### src/rtl/adc_sdo_responder_if.sv
// -----------------------------------------------------------------------------
// adc_sdo_responder_if
//
// Purpose : Bundles the serial ADC link (conversion strobe, serial clock and
//           per-lane serial data) so that the acquisition master and the ADC
//           responder can be connected with one port each.
//
// Signals :
//   i_adc_cnv_n  conversion strobe, driven by the master, falling edge starts
//                a conversion
//   i_adc_sck    serial clock, driven by the master, which samples SDO on the
//                rising edge
//   o_adc_sdo    serial data, one bit per lane, driven by the responder
//
// Modports:
//   master  acquisition side (drives CNV_n and SCK, reads SDO)
//   slave   ADC side (reads CNV_n and SCK, drives SDO)
// -----------------------------------------------------------------------------
interface adc_sdo_responder_if #(
   parameter int N_LANES = 2
);

   logic               i_adc_cnv_n;
   logic               i_adc_sck;
   logic [N_LANES-1:0] o_adc_sdo;

   modport master (
      output i_adc_cnv_n,
      output i_adc_sck,
      input  o_adc_sdo
   );

   modport slave (
      input  i_adc_cnv_n,
      input  i_adc_sck,
      output o_adc_sdo
   );

endinterface

### src/rtl/adc_sdo_responder.sv
// -----------------------------------------------------------------------------
// adc_sdo_responder
//
// Purpose : Plays the ADC side of a CNV_n/SCK/SDO serial link. A falling edge
//           on CNV_n latches one SAMPLE_BITS-bit word per lane, waits the
//           conversion time, then shifts every word out MSB first. The master
//           samples each bit on SCK rising edges. The next bit is presented
//           after each SCK falling edge. Protocol violations set a sticky
//           error flag.
//
// Parameters:
//   N_LANES       number of SDO lanes sharing one SCK
//   SAMPLE_BITS   bits per conversion word (2..32)
//   CONV_CYCLES   clk cycles of conversion time after CNV_n falls (>= 1)
//   SYNC_STAGES   synchronizer depth on CNV_n and SCK (>= 2)
//   PATTERN_SEED  base value of the generated data pattern
//
// Ports:
//   clk           system clock, rising edge
//   rst           asynchronous active-high reset
//   adc           serial link (slave modport): CNV_n, SCK in, SDO out
//   o_busy        high while converting or shifting
//   o_frame_done  one-cycle pulse when a frame completes
//   o_frame_cnt   number of completed frames (wraps at 2^32)
//   o_err         sticky protocol error flag
//   i_clr_err     synchronous clear of o_err (a same-cycle set wins)
//   i_ext_data    only with ADC_RESP_EXT_DATA_EN: external words, lane k in
//                 bits [k*SAMPLE_BITS +: SAMPLE_BITS]
//
// Build option:
//   ADC_RESP_EXT_DATA_EN  when defined, each conversion latches i_ext_data
//                         instead of the generated pattern
//                         (PATTERN_SEED + o_frame_cnt + lane).
// -----------------------------------------------------------------------------
module adc_sdo_responder #(
   parameter int                     N_LANES      = 2,
   parameter int                     SAMPLE_BITS  = 16,
   parameter int                     CONV_CYCLES  = 8,
   parameter int                     SYNC_STAGES  = 2,
   parameter logic [SAMPLE_BITS-1:0] PATTERN_SEED = 16'hA500
) (
   input  logic                           clk,
   input  logic                           rst,
   adc_sdo_responder_if.slave             adc,
   output logic                           o_busy,
   output logic                           o_frame_done,
   output logic [31:0]                    o_frame_cnt,
   output logic                           o_err,
   input  logic                           i_clr_err
`ifdef ADC_RESP_EXT_DATA_EN
   ,
   input  logic [N_LANES*SAMPLE_BITS-1:0] i_ext_data
`endif
);

   localparam int CONV_W = $clog2(CONV_CYCLES + 1);
   localparam int BIT_W  = $clog2(SAMPLE_BITS + 1);

   localparam logic [CONV_W-1:0] CONV_LOAD = CONV_W'(CONV_CYCLES - 1);
   localparam logic [BIT_W-1:0]  LAST_BIT  = BIT_W'(SAMPLE_BITS - 1);

   typedef enum logic [1:0] {
      IDLE,
      CONVERT,
      SHIFT
   } state_t;

   state_t                 state;

   logic [SYNC_STAGES-1:0] cnv_sync;
   logic [SYNC_STAGES-1:0] sck_sync;
   logic                   cnv_last;
   logic                   sck_last;
   logic                   cnv_fall;
   logic                   sck_rise;
   logic                   sck_fall;

   logic [SAMPLE_BITS-1:0] load_word [N_LANES];
   logic [SAMPLE_BITS-1:0] shreg     [N_LANES];
   logic [N_LANES-1:0]     sdo_q;
   logic [CONV_W-1:0]      conv_cnt;
   logic [BIT_W-1:0]       bit_cnt;

   // CNV_n and SCK come from another clock domain, so each goes through a
   // plain flop chain before edge detection. The strobe chain resets high
   // (its idle level) so that leaving reset with CNV_n high does not look
   // like an edge. SCK resets low for the same reason.
   always_ff @(posedge clk or posedge rst) begin
      if (rst) begin
         cnv_sync <= '1;
         cnv_last <= 1'b1;
         sck_sync <= '0;
         sck_last <= 1'b0;
      end else begin
         cnv_sync <= {cnv_sync[SYNC_STAGES-2:0], adc.i_adc_cnv_n};
         cnv_last <= cnv_sync[SYNC_STAGES-1];
         sck_sync <= {sck_sync[SYNC_STAGES-2:0], adc.i_adc_sck};
         sck_last <= sck_sync[SYNC_STAGES-1];
      end
   end

   // Single-cycle edge pulses on the synchronized levels. Only edges are
   // used, so a stale SCK high level at frame start is harmless.
   always_comb begin
      cnv_fall = cnv_last & ~cnv_sync[SYNC_STAGES-1];
      sck_rise = ~sck_last & sck_sync[SYNC_STAGES-1];
      sck_fall = sck_last & ~sck_sync[SYNC_STAGES-1];
   end

   // The word each lane latches on a conversion start. The generated pattern
   // depends on the completed-frame count, so an aborted frame, which does
   // not count, is re-latched with exactly the same words.
   always_comb begin
      for (int k = 0; k < N_LANES; k++) begin
`ifdef ADC_RESP_EXT_DATA_EN
         load_word[k] = i_ext_data[k*SAMPLE_BITS +: SAMPLE_BITS];
`else
         load_word[k] = PATTERN_SEED + o_frame_cnt[SAMPLE_BITS-1:0] + SAMPLE_BITS'(k);
`endif
      end
   end

   // Main protocol FSM. SDO is driven from a register that holds the current
   // bit of each lane. It is loaded with the MSB when conversion ends and
   // advanced on every SCK fall that follows at least one rise. The frame
   // ends on the SAMPLE_BITS-th SCK rise, when the master has taken the LSB.
   // o_err is cleared first and set afterwards in the same pass, so a set in
   // the same cycle as i_clr_err wins.
   always_ff @(posedge clk or posedge rst) begin
      if (rst) begin
         state        <= IDLE;
         for (int k = 0; k < N_LANES; k++) begin
            shreg[k] <= '0;
         end
         sdo_q        <= '0;
         conv_cnt     <= '0;
         bit_cnt      <= '0;
         o_busy       <= 1'b0;
         o_frame_done <= 1'b0;
         o_frame_cnt  <= '0;
         o_err        <= 1'b0;
      end else begin
         o_frame_done <= 1'b0;
         if (i_clr_err) begin
            o_err <= 1'b0;
         end

         case (state)
            IDLE: begin
               sdo_q <= '0;
               if (cnv_fall) begin
                  for (int k = 0; k < N_LANES; k++) begin
                     shreg[k] <= load_word[k];
                  end
                  conv_cnt <= CONV_LOAD;
                  bit_cnt  <= '0;
                  o_busy   <= 1'b1;
                  state    <= CONVERT;
               end
            end

            CONVERT: begin
               if (cnv_fall) begin
                  o_err <= 1'b1;
                  for (int k = 0; k < N_LANES; k++) begin
                     shreg[k] <= load_word[k];
                  end
                  conv_cnt <= CONV_LOAD;
               end else begin
                  if (sck_rise) begin
                     o_err <= 1'b1;
                  end
                  if (conv_cnt == '0) begin
                     for (int k = 0; k < N_LANES; k++) begin
                        sdo_q[k] <= shreg[k][SAMPLE_BITS-1];
                     end
                     bit_cnt <= '0;
                     state   <= SHIFT;
                  end else begin
                     conv_cnt <= conv_cnt - 1'b1;
                  end
               end
            end

            SHIFT: begin
               if (cnv_fall) begin
                  o_err <= 1'b1;
                  for (int k = 0; k < N_LANES; k++) begin
                     shreg[k] <= load_word[k];
                  end
                  conv_cnt <= CONV_LOAD;
                  bit_cnt  <= '0;
                  sdo_q    <= '0;
                  state    <= CONVERT;
               end else if (sck_rise) begin
                  if (bit_cnt == LAST_BIT) begin
                     o_frame_done <= 1'b1;
                     o_frame_cnt  <= o_frame_cnt + 32'd1;
                     sdo_q        <= '0;
                     bit_cnt      <= '0;
                     o_busy       <= 1'b0;
                     state        <= IDLE;
                  end else begin
                     bit_cnt <= bit_cnt + 1'b1;
                  end
               end else if (sck_fall && (bit_cnt != '0)) begin
                  for (int k = 0; k < N_LANES; k++) begin
                     sdo_q[k] <= shreg[k][SAMPLE_BITS-2];
                     shreg[k] <= shreg[k] << 1;
                  end
               end
            end

            default: begin
               sdo_q  <= '0;
               o_busy <= 1'b0;
               state  <= IDLE;
            end
         endcase
      end
   end

   assign adc.o_adc_sdo = sdo_q;

endmodule

### src/flat_wrapper.sv
// flat-port wrapper written by rule: the top's interface ports become plain ports
module adc_sdo_responder_flat 
#(
   parameter int                     N_LANES      = 2,
   parameter int                     SAMPLE_BITS  = 16,
   parameter int                     CONV_CYCLES  = 8,
   parameter int                     SYNC_STAGES  = 2,
   parameter logic [SAMPLE_BITS-1:0] PATTERN_SEED = 16'hA500
)
  (clk, rst, o_busy, o_frame_done, o_frame_cnt, o_err, i_clr_err, adc_i_adc_cnv_n, adc_i_adc_sck, adc_o_adc_sdo);
  adc_sdo_responder_if #(.N_LANES(N_LANES)) adc_i ();
  input  logic clk;
  input  logic rst;
  output logic o_busy;
  output logic o_frame_done;
  output logic [31:0] o_frame_cnt;
  output logic o_err;
  input  logic i_clr_err;
  input wire logic [$bits(adc_i.i_adc_cnv_n)-1:0] adc_i_adc_cnv_n;
  input wire logic [$bits(adc_i.i_adc_sck)-1:0] adc_i_adc_sck;
  output wire logic [$bits(adc_i.o_adc_sdo)-1:0] adc_o_adc_sdo;
  assign adc_i.i_adc_cnv_n = adc_i_adc_cnv_n;
  assign adc_i.i_adc_sck = adc_i_adc_sck;
  assign adc_o_adc_sdo = adc_i.o_adc_sdo;
  adc_sdo_responder #(.N_LANES(N_LANES), .SAMPLE_BITS(SAMPLE_BITS), .CONV_CYCLES(CONV_CYCLES), .SYNC_STAGES(SYNC_STAGES), .PATTERN_SEED(PATTERN_SEED)) u_core (.clk(clk), .rst(rst), .adc(adc_i), .o_busy(o_busy), .o_frame_done(o_frame_done), .o_frame_cnt(o_frame_cnt), .o_err(o_err), .i_clr_err(i_clr_err));
endmodule
### config.mk
export PLATFORM = sky130hd
export DESIGN_NAME = adc_sdo_responder_flat
export DESIGN_NICKNAME = d
export VERILOG_FILES = /design/src/rtl/adc_sdo_responder_if.sv /design/src/rtl/adc_sdo_responder.sv /design/src/flat_wrapper.sv
export SDC_FILE = /design/constraint.sdc
export NUM_CORES = 1
export LEC_CHECK = 0
export ABC_AREA = 1
export CAP_MARGIN = 30
export CORE_UTILIZATION = 30
export DETAILED_ROUTE_END_ITERATION = 16
export GPL_TIMING_DRIVEN = 1
export MAX_ROUTING_LAYER = met4
export PLACE_DENSITY = 0.55
export REMOVE_ABC_BUFFERS = 1
export SLEW_MARGIN = 20
export SYNTH_ARGS = -nofsm -noshare
export SYNTH_HDL_FRONTEND = slang
export SYNTH_SLANG_ARGS = --single-unit
### constraint.sdc
create_clock -name clk -period 5 [get_ports clk]
set_input_delay 0.5 -clock clk [delete_from_list [all_inputs] [get_ports clk]]
set_output_delay 0.5 -clock clk [all_outputs]
set_load 0.005 [all_outputs]
==> results of run 1 <==
-- layout by cell type, fill, tap and decap left out, types with 4 or more instances in the layout --
cell / synthesis / layout
inv_2: 5 / 5
nand2_1: 208 / 208
clkdlybuf4s50_1: 0 / 41
clkbuf_16: 0 / 9
dfrtp_1: 83 / 83
nand4_1: 12 / 12
o21ai_1: 7 / 7
xor2_1: 18 / 18
inv_1: 75 / 74
nor2_2: 6 / 6
nand3_2: 4 / 4
o21ai_0: 49 / 49
nor3_1: 5 / 5
a21oi_1: 11 / 11
ha_1: 10 / 10
nand3_1: 31 / 31
o22ai_1: 5 / 5
o211ai_1: 14 / 14
nor2_1: 62 / 62
xnor2_1: 11 / 11
-- synthesized netlist by cell type (all sizes together) (7+ instances only) --
cell type  instances
nand3             35
inv               80
nor3               7
nand2            211
o21ai             56
dfrtp             83
buf               24
xor2              18
nor2              71
nand4             12
a21oi             12
xnor2             11
o211ai            14
ha                10
-- final cells by class --
| class | instances | area [sq um] | share of cell area [%] |
|---|---|---|---|
| inverters | 80 | 302 | 5.16 |
| flip-flops and latches | 86 | 2160 | 36.9 |
| well taps | 216 | 270 | 4.63 |
| multi-input cells | 470 | 2340 | 40.0 |
| repair buffers | 45 | 460 | 7.88 |
| clock inverters | 5 | 63.8 | 1.09 |
| clock buffers | 11 | 253 | 4.33 |
-- power by group --
| part | switching (mW) | internal (mW) |
|---|---|---|
| clock | 0.293 | 0.419 |
| combinational | 0.400 | 0.205 |
| sequential | 0.0745 | 0.860 |
-- sequential cells by signal (all words and copies together) (netlist names) --
signal / cells
u_core.o_frame_cnt: 32
u_core.shreg: 32
u_core.bit_cnt: 5
u_core.conv_cnt: 4
u_core.adc.o_adc_sdo: 2
u_core.cnv_sync: 2
u_core.sck_sync: 2
u_core.state: 2
u_core.cnv_last: 1
u_core.o_busy: 1
u_core.o_err: 1
u_core.o_frame_done: 1
u_core.sck_last: 1
-- per-stage QoR --
step                      hold slack [ns]  setup WS [ns]  instances  utilization (%)
after floorplan                     0.331           2.28        636                -
after global placement              0.338           2.08        895             34.3
after detailed placement            0.346           1.95        896             34.4
after CTS                           0.362           1.91        912             36.4
after global routing                0.364           1.56        913             36.5
final                               0.359           1.95        913             36.5
-- worst min-delay path by stage --
stage	end	slack [ns]	cells past startpoint
after floorplan	u_core.sck_sync[1]	0.33	0
final	u_core.sck_sync[1]	0.36	0
after detailed placement	u_core.sck_sync[1]	0.35	0
after global routing	u_core.cnv_sync[1]	0.36	0
after CTS	u_core.sck_sync[1]	0.36	0
after global placement	u_core.sck_sync[1]	0.34	0
-- logic make-up (layout without fill, tap and decap cells) --
family | Yosys count | in the layout | synth area share (%)
xor gates and xnor gates | 29 | 29 | 5.13
and+or+nand+nor | 338 | 338 | 28.9
buffers and inverters | 108 | 141 | 9.25
DFF | 86 | 86 | 43.6
adders and majority gates | 10 | 10 | 2.53
AOI/OAI and AO/OA | 93 | 93 | 10.6
-- critical path: stages, from the launching register on --
cell,delay (ns)
dfrtp_1,0.41
inv_1,0.11
ha_1,0.27
inv_2,0.07
nor2_4,0.59
nand2_1,0.13
nand2_1,0.55
inv_2,0.45
o21ai_0,0.20
o22ai_1,0.11
-- metal layers --
layer / share of wire, % / track usage [%] / vias up / wire [um]
met5: 0 / - / - / 0
met3: 2.6 / 3.22 / 12 / 314
met2: 44 / 24.2 / 53 / 5310
li1: - / - / 2154 / -
met1: 52 / 21.4 / 1892 / 6190
met4: 1.1 / 4.33 / 0 / 137
==> flow_summary.ini, run 1 <==
[timing]
clock_skew_ns = 0.00742
setup_tns_ns = 0
min_period_over_period_pct = 60.9
max_slew_margin_pct = 50.4
period_needed_ns = 3.05
worst-slew-pin-transition_ns = 0.743
fmax_mhz = 328
finalSetupViolCount = 0
hold_viol = 0
rsz0062_at_grt = no
drv_slew = 0

[clock_tree]
cts_buffers = 9
clk_path_buf_depth = 2
clock_latency_ns = 0.35
h-tree-depth = 3
cts_tree = yes
cts-root-buf = clkbuf_16
postCtsSetupRepairBufs = 0
clk_pin_slew_ns = 0.06
cts.sinks = 86
cts.hold.buffers_added = 0
post_cts_resized = 0

[pwr]
finalPower_mw = 2.25
leakage_nw = 2.65
power_density_mw_per_mm2 = 385
ir_worst_vdd_v = 0.000189

[logic_synthesis]
yosys.area.top_type = dfrtp_1
synthFlopType = dfrtp_1
ys_ff_latch = 86
ys_warn_count = 0
syn_area_sq_mm = 0.00495
synthArstFlopShare_pct = 100
synth_top_area_share_pct = 42.0
yosysSeqAreaShare_pct = 43.6
synth_area_leaders = dfrtp_1 42%, nand2_1 16%, inv_1 5.7%
synth_edf_count = 0
synth.distinct_cells = 32
avgSynthCellArea_sq_um = 7.45
synthCells = 664

[die]
io_pins = 42
fp-row-count = 46
start_util_pct = 30.9
die_h_um = 130
die_area_sq_mm = 0.0170
core_sq_mm = 0.0160
die_x_um = 130

[global_routing]
grt_overflow = 0
grt_pass1_vias = 3958
antenna_found_initial = 0
grt_max_degree = 42
track_usage_pct = 15.9
grt_pass1_wl_um = 20200

[critical_path]
worst_r2r_endpoint = u_core.shreg[9]
crit_type = flip-flop to flip-flop
timing.rr.start = u_core.state[0]
crit_path_end = u_core.shreg[9]
start_kind = flip-flop
crit_path_start = u_core.state[0]
ff2ff_path_depth = 9
cp_max_fo = 41
cp-end-kind = flip-flop
rrSetupSlack_ns = 1.95
cp_data_arrival_time_ns = 3.25
critPathRequiredTime_ns = 5.20

[cells_and_area]
num-nets-final = 707
num-fill-cells = 1751
area_growth_pct = 18.0
stdcell_area_sq_mm = 0.00584
drive_gt1_share_pct = 6.89
diodes = 0

[route]
drt_iter0_markers = 135
firstDrtPassIters = 4
drc = 0
ant_nets = 0
vias = 4111
drt-total-wl_um = 12000
via_per_inst = 4.50
wl_per_cell_um = 13.1

[min_path]
hp-class = flip-flop to flip-flop
min_from = u_core.sck_sync[0]

[place]
dpl_cell_area_sq_mm = 0.00551
port_buffers = 41
gp_congestion = 0.823
dpl.hpwl_um = 8530

[run]
drv_cap = 0

[status]
status = completed
Power figures use the tool's default switching activity.
==> run 2, diff against run 1 <==
PLACE_DENSITY = 0.57   (was 0.55)
clock period = 2.8 ns   (was 5 ns; I/O delays follow)
==> run 2 against run 1 <==
  * Register-to-register slack got worse by 1.2 ns
  * Final cell count rose by 0.22%
  * Critical path type unchanged
  * Highest routed layer unchanged
  * Sequential cell count did not move
  * Clock skew rose by 0.0025 ns
  * Non-clock buffer count rose by 2
==> flow_summary.ini, run 2 (synthesis results as in run 1) <==
[global_routing]
antenna_found_initial = 0
grt_pass1_vias = 4011
track_usage_pct = 15.7
grt_overflow = 0
grt_max_degree = 87
grt_pass1_wl_um = 19800

[min_path]
min_path_cells = 1
hp-class = input port to flip-flop
whs_endpoint = u_core.cnv_sync[0]
min_from = adc_i_adc_cnv_n

[die]
fp-row-count = 46
core_sq_mm = 0.0160
die_x_um = 130
start_util_pct = 30.9
io_pins = 42
die_area_sq_mm = 0.0170
die_h_um = 130

[route]
ant_nets = 0
vias = 4183
via_per_inst = 4.57
drt-total-wl_um = 11800
drt_iter0_markers = 208
firstDrtPassIters = 4
wl_per_cell_um = 12.9
drc = 0

[critical_path]
cp_max_fo = 23
start_kind = flip-flop
rrSetupSlack_ns = 0.77
timing.rr.start = u_core.state[0]
cp-end-kind = flip-flop
worst_r2r_endpoint = u_core.shreg[10]
ff2ff_path_depth = 10
cp_data_arrival_time_ns = 2.27
crit_type = flip-flop to flip-flop
critPathRequiredTime_ns = 3.04

[timing]
drv_slew = 0
min_period_over_period_pct = 72.5
hold_viol = 0
rsz0062_at_grt = no
setup_tns_ns = 0
max_slew_margin_pct = 60.1
worst-slew-pin-transition_ns = 0.597
finalWorstSetupSlack_ns = 0.771
period_needed_ns = 2.03
finalSetupViolCount = 0
clock_skew_ns = 0.00990
fmax_mhz = 493

[pwr]
leakage_nw = 2.65
swShare_pct = 34.1
p_int_mw = 2.63
finalPower_mw = 3.99
power_density_mw_per_mm2 = 685
power_frac_seq_pct = 41.7
combPwrFrac_pct = 27.4
ir_worst_vdd_v = 0.000349
clkPwrFrac_pct = 30.9
power_switching_mw = 1.36

[place]
dp.cells = 899
port_buffers = 41
dpl.hpwl_um = 8230
gp_congestion = 0.861
dp_slack_ns = 0.774

[clock_tree]
cts_buffers = 9
post_cts_resized = 0
cts_tree = yes
clk_path_buf_depth = 2
clock_latency_ns = 0.35
cts.hold.buffers_added = 0
clk_pin_slew_ns = 0.06
h-tree-depth = 3
cts.sinks = 86
cts-root-buf = clkbuf_16
postCtsSetupRepairBufs = 0

[cells_and_area]
diodes = 0
area_growth_pct = 17.8
num-nets-final = 709
layout_common_cells = 208 x nand2_1, 83 x dfrtp_1, 74 x inv_1
final_common_cell = nand2_1
drive_gt1_share_pct = 7.01
layout.cells.non_filler = 915
fin_util_pct = 36.5
top_regs = u_core.o_frame_cnt: 32 flops, u_core.shreg: 32 flops, u_core.bit_cnt: 5 flops

[run]
drv_cap = 0

[status]
status = completed
-- run 2: worst max-delay path: stages, from the launching register on --
cell and delay, ns:
dfrtp_1 0.41, inv_1 0.11, ha_1 0.27, inv_2 0.07, nor2_4 0.30, buf_4 0.32, nor2_1 0.09, o21ai_0 0.15
o21ai_0 0.10, nand2_1 0.06, nand2_1 0.05
-- run 2: worst max-delay path by stage --
| stage | start | to | slack (ns) | cells after the start |
|---|---|---|---|---|
| after floorplan | u_core.state[0] | u_core.o_frame_cnt[25] | 0.16 | 9 |
| after detailed placement | u_core.state[0] | u_core.shreg[19] | 0.77 | 9 |
| after global placement | u_core.state[0] | u_core.shreg[10] | 0.83 | 10 |
| after CTS | u_core.state[0] | u_core.shreg[19] | 0.77 | 9 |
| final | u_core.state[0] | u_core.shreg[10] | 0.77 | 10 |
| after global routing | u_core.state[0] | u_core.shreg[11] | 0.55 | 9 |
-- run 2: metrics by stage --
step           area, sq um  hold slack, ns
4_1_cts               5830           0.328
2_1_floorplan         4790           0.284
5_1_grt               5830           0.335
3_3_place_gp          5530           0.337
3_5_place_dp          5530           0.339
6_report              5830           0.341
-- run 2: layout make-up --
| cell class | instances | area, sq um |
|---|---|---|
| inverters | 80 | 302 |
| flip-flops and latches | 86 | 2160 |
| well taps | 216 | 270 |
| fillers | 1715 | 10200 |
| multi-input cells | 470 | 2340 |
| clock inverters | 5 | 58.8 |
| clock buffers | 11 | 243 |
| repair buffers | 47 | 468 |
-- run 2: routing by layer --
metal	global-route usage, %	vias to the layer above	part of all wire (%)
met5	-	-	0
met4	4.80	0	1.3
met3	4.48	10	5.4
met2	23.0	89	42
met1	20.8	1921	51
li1	-	2163	-
-- run 2: power by group through the flow --
| stage | Sequential [mW] | Combinational (mW) | Clock (mW) |
|---|---|---|---|
| 3_3_place_gp | 1.69 | 1.09 | 0 |
| 3_5_place_dp | 1.68 | 1.10 | 0 |
| 2_1_floorplan | 1.66 | 0.804 | 0 |
| 5_1_grt | 1.70 | 1.28 | 1.32 |
| 6_report | 1.67 | 1.09 | 1.23 |
| 4_1_cts | 1.67 | 1.10 | 1.26 |
